File: src/rtl/vga_key_highlighter.sv
// ---------------------------------------------------------------------------
// vga_key_highlighter
//
// Purpose:
//   Watches a vector of key levels and, whenever a key's level differs from
//   what was last drawn for it, plots a small box of pixels over that key's
//   on-screen target. Pressed targets are drawn in HI_COLOUR; released
//   targets are redrawn in their base colour (black for the raised keys at
//   Y=96, white for everything else). One pixel per cycle is emitted on
//   oX/oY/oColour with oPlot as the write strobe.
//
// Build option:
//   HIGHLIGHT_ERASE_EN  defined   : releases redraw the box in base colour.
//                       undefined : releases only clear the shadow state;
//                                   only presses are drawn.
//
// Ports:
//   iClock   in   rising-edge clock
//   iReset   in   synchronous active-high reset
//   iKeys    in   [NUM_KEYS] key levels, bit n -> target n (1 = pressed)
//   oX       out  [9] pixel X (registered)
//   oY       out  [8] pixel Y (registered)
//   oColour  out  [3] pixel colour (registered)
//   oPlot    out  pixel write enable (registered)
//   oBusy    out  high while the FSM is drawing a box
// ---------------------------------------------------------------------------
module vga_key_highlighter #(
  parameter int         BOX_W     = 4,
  parameter int         BOX_H     = 4,
  parameter int         NUM_KEYS  = 16,
  parameter logic [2:0] HI_COLOUR = 3'b110
) (
  input  logic                iClock,
  input  logic                iReset,
  input  logic [NUM_KEYS-1:0] iKeys,
  output logic [8:0]          oX,
  output logic [7:0]          oY,
  output logic [2:0]          oColour,
  output logic                oPlot,
  output logic                oBusy
);

  localparam int         NPIX     = BOX_W * BOX_H;
  localparam logic [7:0] LAST_CNT = 8'(NPIX - 1);
  localparam logic [3:0] LAST_COL = 4'(BOX_W - 1);
  localparam logic [3:0] LAST_KEY = 4'(NUM_KEYS - 1);

  typedef enum logic {
    IDLE = 1'b0,
    DRAW = 1'b1
  } state_t;

  // Fixed target origin table.
  function automatic logic [8:0] f_org_x(input logic [3:0] n);
    logic [8:0] x;
    case (n)
      4'd0:  x = 9'd66;
      4'd1:  x = 9'd81;
      4'd2:  x = 9'd99;
      4'd3:  x = 9'd112;
      4'd4:  x = 9'd131;
      4'd5:  x = 9'd161;
      4'd6:  x = 9'd174;
      4'd7:  x = 9'd192;
      4'd8:  x = 9'd209;
      4'd9:  x = 9'd224;
      4'd10: x = 9'd245;
      4'd11: x = 9'd254;
      4'd12: x = 9'd103;
      4'd13: x = 9'd71;
      4'd14: x = 9'd153;
      4'd15: x = 9'd183;
    endcase
    return x;
  endfunction

  function automatic logic [7:0] f_org_y(input logic [3:0] n);
    logic [7:0] y;
    case (n)
      4'd1, 4'd3, 4'd6, 4'd8, 4'd10:            y = 8'd96;
      4'd12, 4'd13, 4'd14, 4'd15:               y = 8'd169;
      default:                                  y = 8'd124;
    endcase
    return y;
  endfunction

  // Raised keys (Y=96) are black, everything else white.
  function automatic logic [2:0] f_base(input logic [3:0] n);
    return (f_org_y(n) == 8'd96) ? 3'b000 : 3'b111;
  endfunction

  // Index ptr+i wrapped into 0..NUM_KEYS-1 (ptr is always < NUM_KEYS).
  function automatic logic [3:0] f_wrap(input logic [3:0] p, input int i);
    int s;
    s = int'(p) + i;
    if (s >= NUM_KEYS) s = s - NUM_KEYS;
    return 4'(s);
  endfunction

  state_t      r_state;
  logic [15:0] r_skeys;   // last drawn level of each target
  logic [3:0]  r_ptr;     // round-robin start point
  logic [3:0]  r_idx;     // target being drawn
  logic        r_tgt;     // level being drawn for r_idx
  logic [7:0]  r_cnt;     // pixel index within the box
  logic [3:0]  r_col;     // cnt mod BOX_W, kept as a counter to avoid a divider
  logic [3:0]  r_row;     // cnt div BOX_W

  logic [15:0] w_keys;
  logic [15:0] w_cand;
  logic        w_found;
  logic [3:0]  w_sel;

  // Targets beyond NUM_KEYS read as permanently released and never dirty.
  assign w_keys = 16'(iKeys);

`ifdef HIGHLIGHT_ERASE_EN
  assign w_cand = w_keys ^ r_skeys;
`else
  // Releases are folded into the shadow directly; only presses get drawn.
  logic [15:0] w_rel;
  assign w_rel  = r_skeys & ~w_keys;
  assign w_cand = w_keys & ~r_skeys;
`endif

  // Lowest candidate at or above r_ptr, wrapping back to 0.
  always_comb begin
    w_found = 1'b0;
    w_sel   = 4'd0;
    for (int i = 0; i < NUM_KEYS; i++) begin
      if (!w_found && w_cand[f_wrap(r_ptr, i)]) begin
        w_found = 1'b1;
        w_sel   = f_wrap(r_ptr, i);
      end
    end
  end

  always_ff @(posedge iClock) begin
    if (iReset) begin
      r_state <= IDLE;
      r_skeys <= 16'd0;
      r_ptr   <= 4'd0;
      r_idx   <= 4'd0;
      r_tgt   <= 1'b0;
      r_cnt   <= 8'd0;
      r_col   <= 4'd0;
      r_row   <= 4'd0;
      oPlot   <= 1'b0;
      oX      <= 9'd0;
      oY      <= 8'd0;
      oColour <= 3'b000;
    end else begin
      case (r_state)
        IDLE: begin
          oPlot <= 1'b0;
`ifndef HIGHLIGHT_ERASE_EN
          r_skeys <= r_skeys & ~w_rel;
`endif
          if (w_found) begin
            r_state <= DRAW;
            r_idx   <= w_sel;
            r_tgt   <= w_keys[w_sel];
            r_ptr   <= (w_sel == LAST_KEY) ? 4'd0 : w_sel + 4'd1;
            r_cnt   <= 8'd0;
            r_col   <= 4'd0;
            r_row   <= 4'd0;
          end
        end
        DRAW: begin
          // idx/tgt were latched at selection, so key changes now cannot
          // disturb this box; they remain dirty for a later pass.
          oPlot   <= 1'b1;
          oX      <= f_org_x(r_idx) + {5'd0, r_col};
          oY      <= f_org_y(r_idx) + {4'd0, r_row};
          oColour <= r_tgt ? HI_COLOUR : f_base(r_idx);
          if (r_cnt == LAST_CNT) begin
            r_state        <= IDLE;
            r_skeys[r_idx] <= r_tgt;
          end else begin
            r_cnt <= r_cnt + 8'd1;
            if (r_col == LAST_COL) begin
              r_col <= 4'd0;
              r_row <= r_row + 4'd1;
            end else begin
              r_col <= r_col + 4'd1;
            end
          end
        end
        default: r_state <= IDLE;
      endcase
    end
  end

  assign oBusy = (r_state == DRAW);

endmodule

File: config.mk
export PLATFORM = sky130hd
export DESIGN_NAME = vga_key_highlighter
export DESIGN_NICKNAME = d
export VERILOG_FILES = /design/src/rtl/vga_key_highlighter.sv
export SDC_FILE = /design/constraint.sdc
export NUM_CORES = 1
export LEC_CHECK = 0
export ABC_AREA = 1
export ABC_CLOCK_PERIOD_IN_PS = 4300
export BUFFER_PORTS_ARGS = -buffer_cell sky130_fd_sc_hd__buf_4
export CORE_AREA = 2 2 98 100
export CTS_CLUSTER_SIZE = 20
export DETAILED_ROUTE_END_ITERATION = 10
export DIE_AREA = 0 0 100 102
export GPL_TIMING_DRIVEN = 0
export PLACE_DENSITY = 0.8
export SLEW_MARGIN = 5
export SYNTH_ARGS = -nofsm -noshare
export SYNTH_HDL_FRONTEND = slang
export SYNTH_SLANG_ARGS = --single-unit
File: constraint.sdc
create_clock -name iClock -period 4.3 [get_ports iClock]
set_input_delay 1.075 -clock iClock [delete_from_list [all_inputs] [get_ports iClock]]
set_output_delay 1.075 -clock iClock [all_outputs]
set_load 0.005 [all_outputs]
Word-level counts from Yosys, hierarchy flattened --
Memories as Yosys holds them, arrays and structs flattened. A register that Yosys moved wholly into a read port is not among the register bits. Index checks and enable logic that the tools add are counted.
Word-level totals: logic and storage cells 252, output and inout port bits 22, bits of input ports 18, memories 3, ROM bits 320, register bits after elaboration 63
Memory list:
- (name not given) | depth 16, width 8, read ports 1, clocked after memory_dff 1, write ports 0, line 56 | case (n)
- (name not given) | depth 16, width 6, read ports 1, clocked after memory_dff 1, write ports 0, line 79 | case (n)
- (name not given) | depth 16, width 6, read ports 1, clocked after memory_dff 1, write ports 0, line 79
Operators by class: add/subtract/negate cells 37, bitwise gates (word level) 7, muxes and demuxes 116, $lt $le $gt $ge 35, equal/unequal tests 8, reductions and logical operators 34
Operators with widths (number):
- 2-to-1 mux 4 bit | 44
- less-than comparator 4 x 5 -> 1 bit, second input constant | 18
- >= comparator 5 bit, second input constant | 15
- binary-select mux 1 bit (select 4 bit) | 17
- subtractor 4 x 1 -> 4 bit, second input constant | 16
- bitwise AND 16 bit | 3
- 2-to-1 mux 8 bit | 6
- NOT 16 bit | 3
- adder 4 x 4 -> 5 bit, second input constant | 8
- 2-to-1 mux 1 bit | 36
- one-hot mux 16 bit (2 select lines) | 1
- adder 4 x 3 -> 5 bit, second input constant | 4
- 2-to-1 mux 9 bit | 2
- bitwise mux 16 bit | 1
- logical AND 1 bit | 16
- 2-to-1 mux 16 bit | 1
- one-hot mux 4 bit (2 select lines) | 2
- one-hot mux 8 bit (2 select lines) | 1
- zero test 1 bit | 15
- adder 4 x 1 -> 4 bit, second input constant | 3
- adder 4 x 2 -> 5 bit, second input constant | 2
- adder 9 x 4 -> 9 bit | 1
- adder 8 x 1 -> 8 bit, second input constant | 1
- adder 8 x 4 -> 8 bit | 1
- other kinds (15) | 20

Logic depth before layout (Yosys ltp) --
depth after elaboration 53, mapped depth 30, gate-level depth less buffers 29

Worst setup path before layout --
No wires, ideal clock.
path kind register to register, from reg r_ptr[1], to reg (tool-made name), clock period less this slack 3.820 ns, slack 0.480 ns, setup time 0.112 ns, data arrival time 3.707 ns, cell stages (with the launch flop) 25, required time 4.188 ns, cells stage by stage dfxtp_1 -> inv_1 -> buf_2 -> ha_1 -> clkbuf_1 -> nand3_1 -> nand3_1 -> nand3_1 -> nand2_2 -> nand3_4 -> nor2_4 -> nand4_2 -> nor2_4 -> nand4_2 -> nor2_4 -> nand4_2 -> o21ai_4 -> inv_2 -> nand2_1 -> nand2_2 -> ha_1 -> nand3_1 -> nand2_1 -> nand2_1 -> nand2_1
RTL lines:
- start, declared | line 102 | logic [3:0] r_ptr;
- start signal, assigned | line 163 | r_ptr <= (w_sel == LAST_KEY) ? 4'd0 : w_sel + 4'd1;

==> results.md <==
- Flops & latches, synth: 74
- Post-Synth Simple-Gate Area: 41.0%
- Async S/R FF share, synth: 0%
- Run status: finished, final reports clean
- Initial DRC Count: 530
- Starting Density: 60.6%
- Vias/cell: 5.87
- Initial antenna violation count: 0
- Commonest non-fill, non-tap cell in the layout: nand2_1
- Mux cell area share after synthesis: 0.181%
- Post-Syn Nets: 912
- Hold_buf cts: 0
- Ys flop type: dfxtp_1
- Max capacitance violation total: 0
- Drt pass-1 iters: 5
- Largest family of logic cells by synthesized area: simple AND/OR/NAND/NOR gates
- Area of the multi-input gates: 3520 um^2
- Setup violators final: 0
- Crit path DAT: 4.28 ns
- Die height: 102 um
- DRC: 0
- CTS tree: built
- # IOs: 40
- Part of the Yosys area used for sequential elements: 26.8%
- Routed wire length: 16800 um
- Diodes inserted: 0
- Avg Synthesized Cell Area: 6.36 um^2
- Critical Path End Type: flop
- H-tree levels: 3
- # rows: 35
- Peak Freq: 0.247 GHz
- CTS clk-pin slew, worst paths: 0.08 ns
- Vias in the first global route: 5697
- Synth top area share: 26.8%
- Final Net Count: 970
- Syn Inst Count: 869
- # port buffers: 39
- Max_slew headroom: 45.8%
- Post-synthesis compound-gate area fraction: 12.3%
- Num CTS Buffers: 9
- Worst slew pin tran: 0.807 ns
- CTS Buffer Depth: 2
- Total congestion overflow: 0
- Final count of pins violating max slew: 0
- Vias: 6126
- Root buf cell: clkbuf_8
- Cell variety after synth: 48
- WL per Instance: 16.1 um
- Die width: 100 um
- Kind of critical path: flop to flop
- Worst slack, placed: -0.536 ns
- Fin crit period: 4.04 ns
- Peak supply drop: 0.327 mV
- Die area: 10200 um^2
- Leakage: 3.01 nW
- Placer Congestion: 0.946
- Post-Syn Area: 5520 um^2
- Max Fanout on Critical Path: 10
- Slack of the critical path: 0.257 ns
- Largest net degree at the start of global routing: 15
- Synth area leader: dfxtp_1
- P per Cell Area: 731 nW/um^2
- Hold Path Depth: 1
- Worst-skew pair later-pin latency: 0.34 ns
- Fin crit share: 94.0%
- Yosys warning total: 0
- GRT Overall Usage: 34.2%
- Most frequent cells in the layout: nand2_1, nand3_1, inv_1
- DP HPWL: 12800 um
- Clk_skew: 0.0138 ns
- Clk sinks: 74
- Non-filler cells, final: 1043
- Routed Antenna Nets: 0
- Placed insts: 1019
- Worst Hold Class: flop to flop
- EDFF count, synth: 0
- Reg2Reg Depth: 26
- Area delta synth->final: 14.4%
- Synth top area cells: dfxtp_1, nand3_1, nand2_1, inv_1, nor2_1
- Core Area: 9110 um^2
- Reg area: 1490 um^2
- Fillers: 813
- Wire length of the first global-routing pass: 27500 um
- CP startpoint kind: flop
- Synth Area in Adders: 5.80%
- Data required, critical path: 4.53 ns
- Hold Fails Final Rpt: 0
- Share of cells above drive strength 1: 13.1%
- Xor-xnor portion of the synthesized cell area: 3.53%
-- where the power goes --
group	leakage (nW)	internal [mW]	total, mW	switching [mW]
combinational	2.31	0.993	3.18	2.18
sequential	0.608	0.791	0.874	0.0838
clock	0.0995	0.289	0.567	0.278
-- cells by family after synthesis --
family,Yosys count
AND/OR/NAND/NOR,491
adder cells (fa/ha/maj),25
buffers and inverters,143
XOR/XNOR,18
flip-flops,74
multiplexers,1
AO/OA/AOI/OAI,117
-- path summary, 6_finish.rpt --
path	from	end	slack [ns]
setup reg to reg	r_ptr[0]	flop	0.26
hold / removal	r_cnt[0]	r_cnt[0]	0.48
hold reg to reg	r_cnt[0]	r_cnt[0]	0.48
setup / recovery	r_ptr[0]	flop	0.26
-- area by class of cell --
cell class                      count  area share [%]
Buffer                             27            2.69
Clock buffer                       10            2.18
Clock inverter                      6            1.13
Inverter                          116            6.89
Multi-Input combinational cell    652            55.7
Sequential cell                    74            23.6
Tap cell                          111            2.20
Timing Repair Buffer               47            5.59
-- synth_stat cells (2+ instances only) --
library cell / count
nand2_2: 4
clkbuf_1: 14
nand2_1: 179
and3_1: 3
a21oi_1: 44
xnor2_1: 3
buf_4: 2
o21ai_1: 10
nor2_4: 4
clkinv_1: 3
inv_1: 105
nand4_2: 4
dfxtp_1: 74
inv_2: 8
nor2_2: 3
nor2_1: 88
nand3_1: 161
o211ai_1: 10
buf_6: 3
nand2_4: 3
nand4_1: 22
buf_2: 7
a211oi_1: 6
or2_2: 3
nor3_1: 13
o21ai_0: 35
ha_1: 24
xor2_1: 13
a221oi_1: 2
-- worst max-delay path, stage by stage, from the launching register on --
cell     delay [ns]
dfxtp_4        0.39
inv_2          0.06
buf_4          0.18
ha_4           0.28
inv_1          0.09
buf_6          0.15
nand3_1        0.12
nand3_1        0.12
nand3_1        0.09
nand2_2        0.13
nand3_4        0.10
nor2_4         0.18
nand4_4        0.12
nor2_4         0.19
nand4_2        0.14
nor2_4         0.19
nand4_2        0.14
o21ai_4        0.32
inv_2          0.11
nand2_1        0.13
nand2_2        0.12
inv_2          0.12
ha_1           0.24
nand2_1        0.07
nand2_1        0.05
nand2_1        0.05
nand2_1        0.06
-- per-layer routing --
metal | wire (um) | track usage (%) | part of all wire, % | vias to the layer above
met5 | 0 | 0 | 0 | -
met4 | 502 | 13.4 | 3.0 | 0
met3 | 1400 | 4.58 | 8.3 | 47
met2 | 7850 | 56.6 | 47 | 286
met1 | 7060 | 45.6 | 42 | 2784
li1 | - | - | - | 3009
-- through the flow --
stage	util (%)	TNS (ns)	power [mW]	cell area (um^2)	hold WS, ns
after floorplan	-	0	3.11	5520	0.446
after global placement	65.4	-5.27	3.77	5960	0.463
after detailed placement	65.4	-7.63	3.82	5960	0.472
after CTS	68.0	0	4.42	6200	0.485
after global routing	69.4	-0.0176	5.01	6320	0.512
final	69.4	0	4.62	6320	0.482
-- what timing repair did --
action	CTS	global route
endpoints found under the setup margin	34	27
buffers inserted	3	5
endpoints found under the hold margin	0	0
pin swaps	1	4
gates resized for setup	6	22
Power figures use the tool's default switching activity.
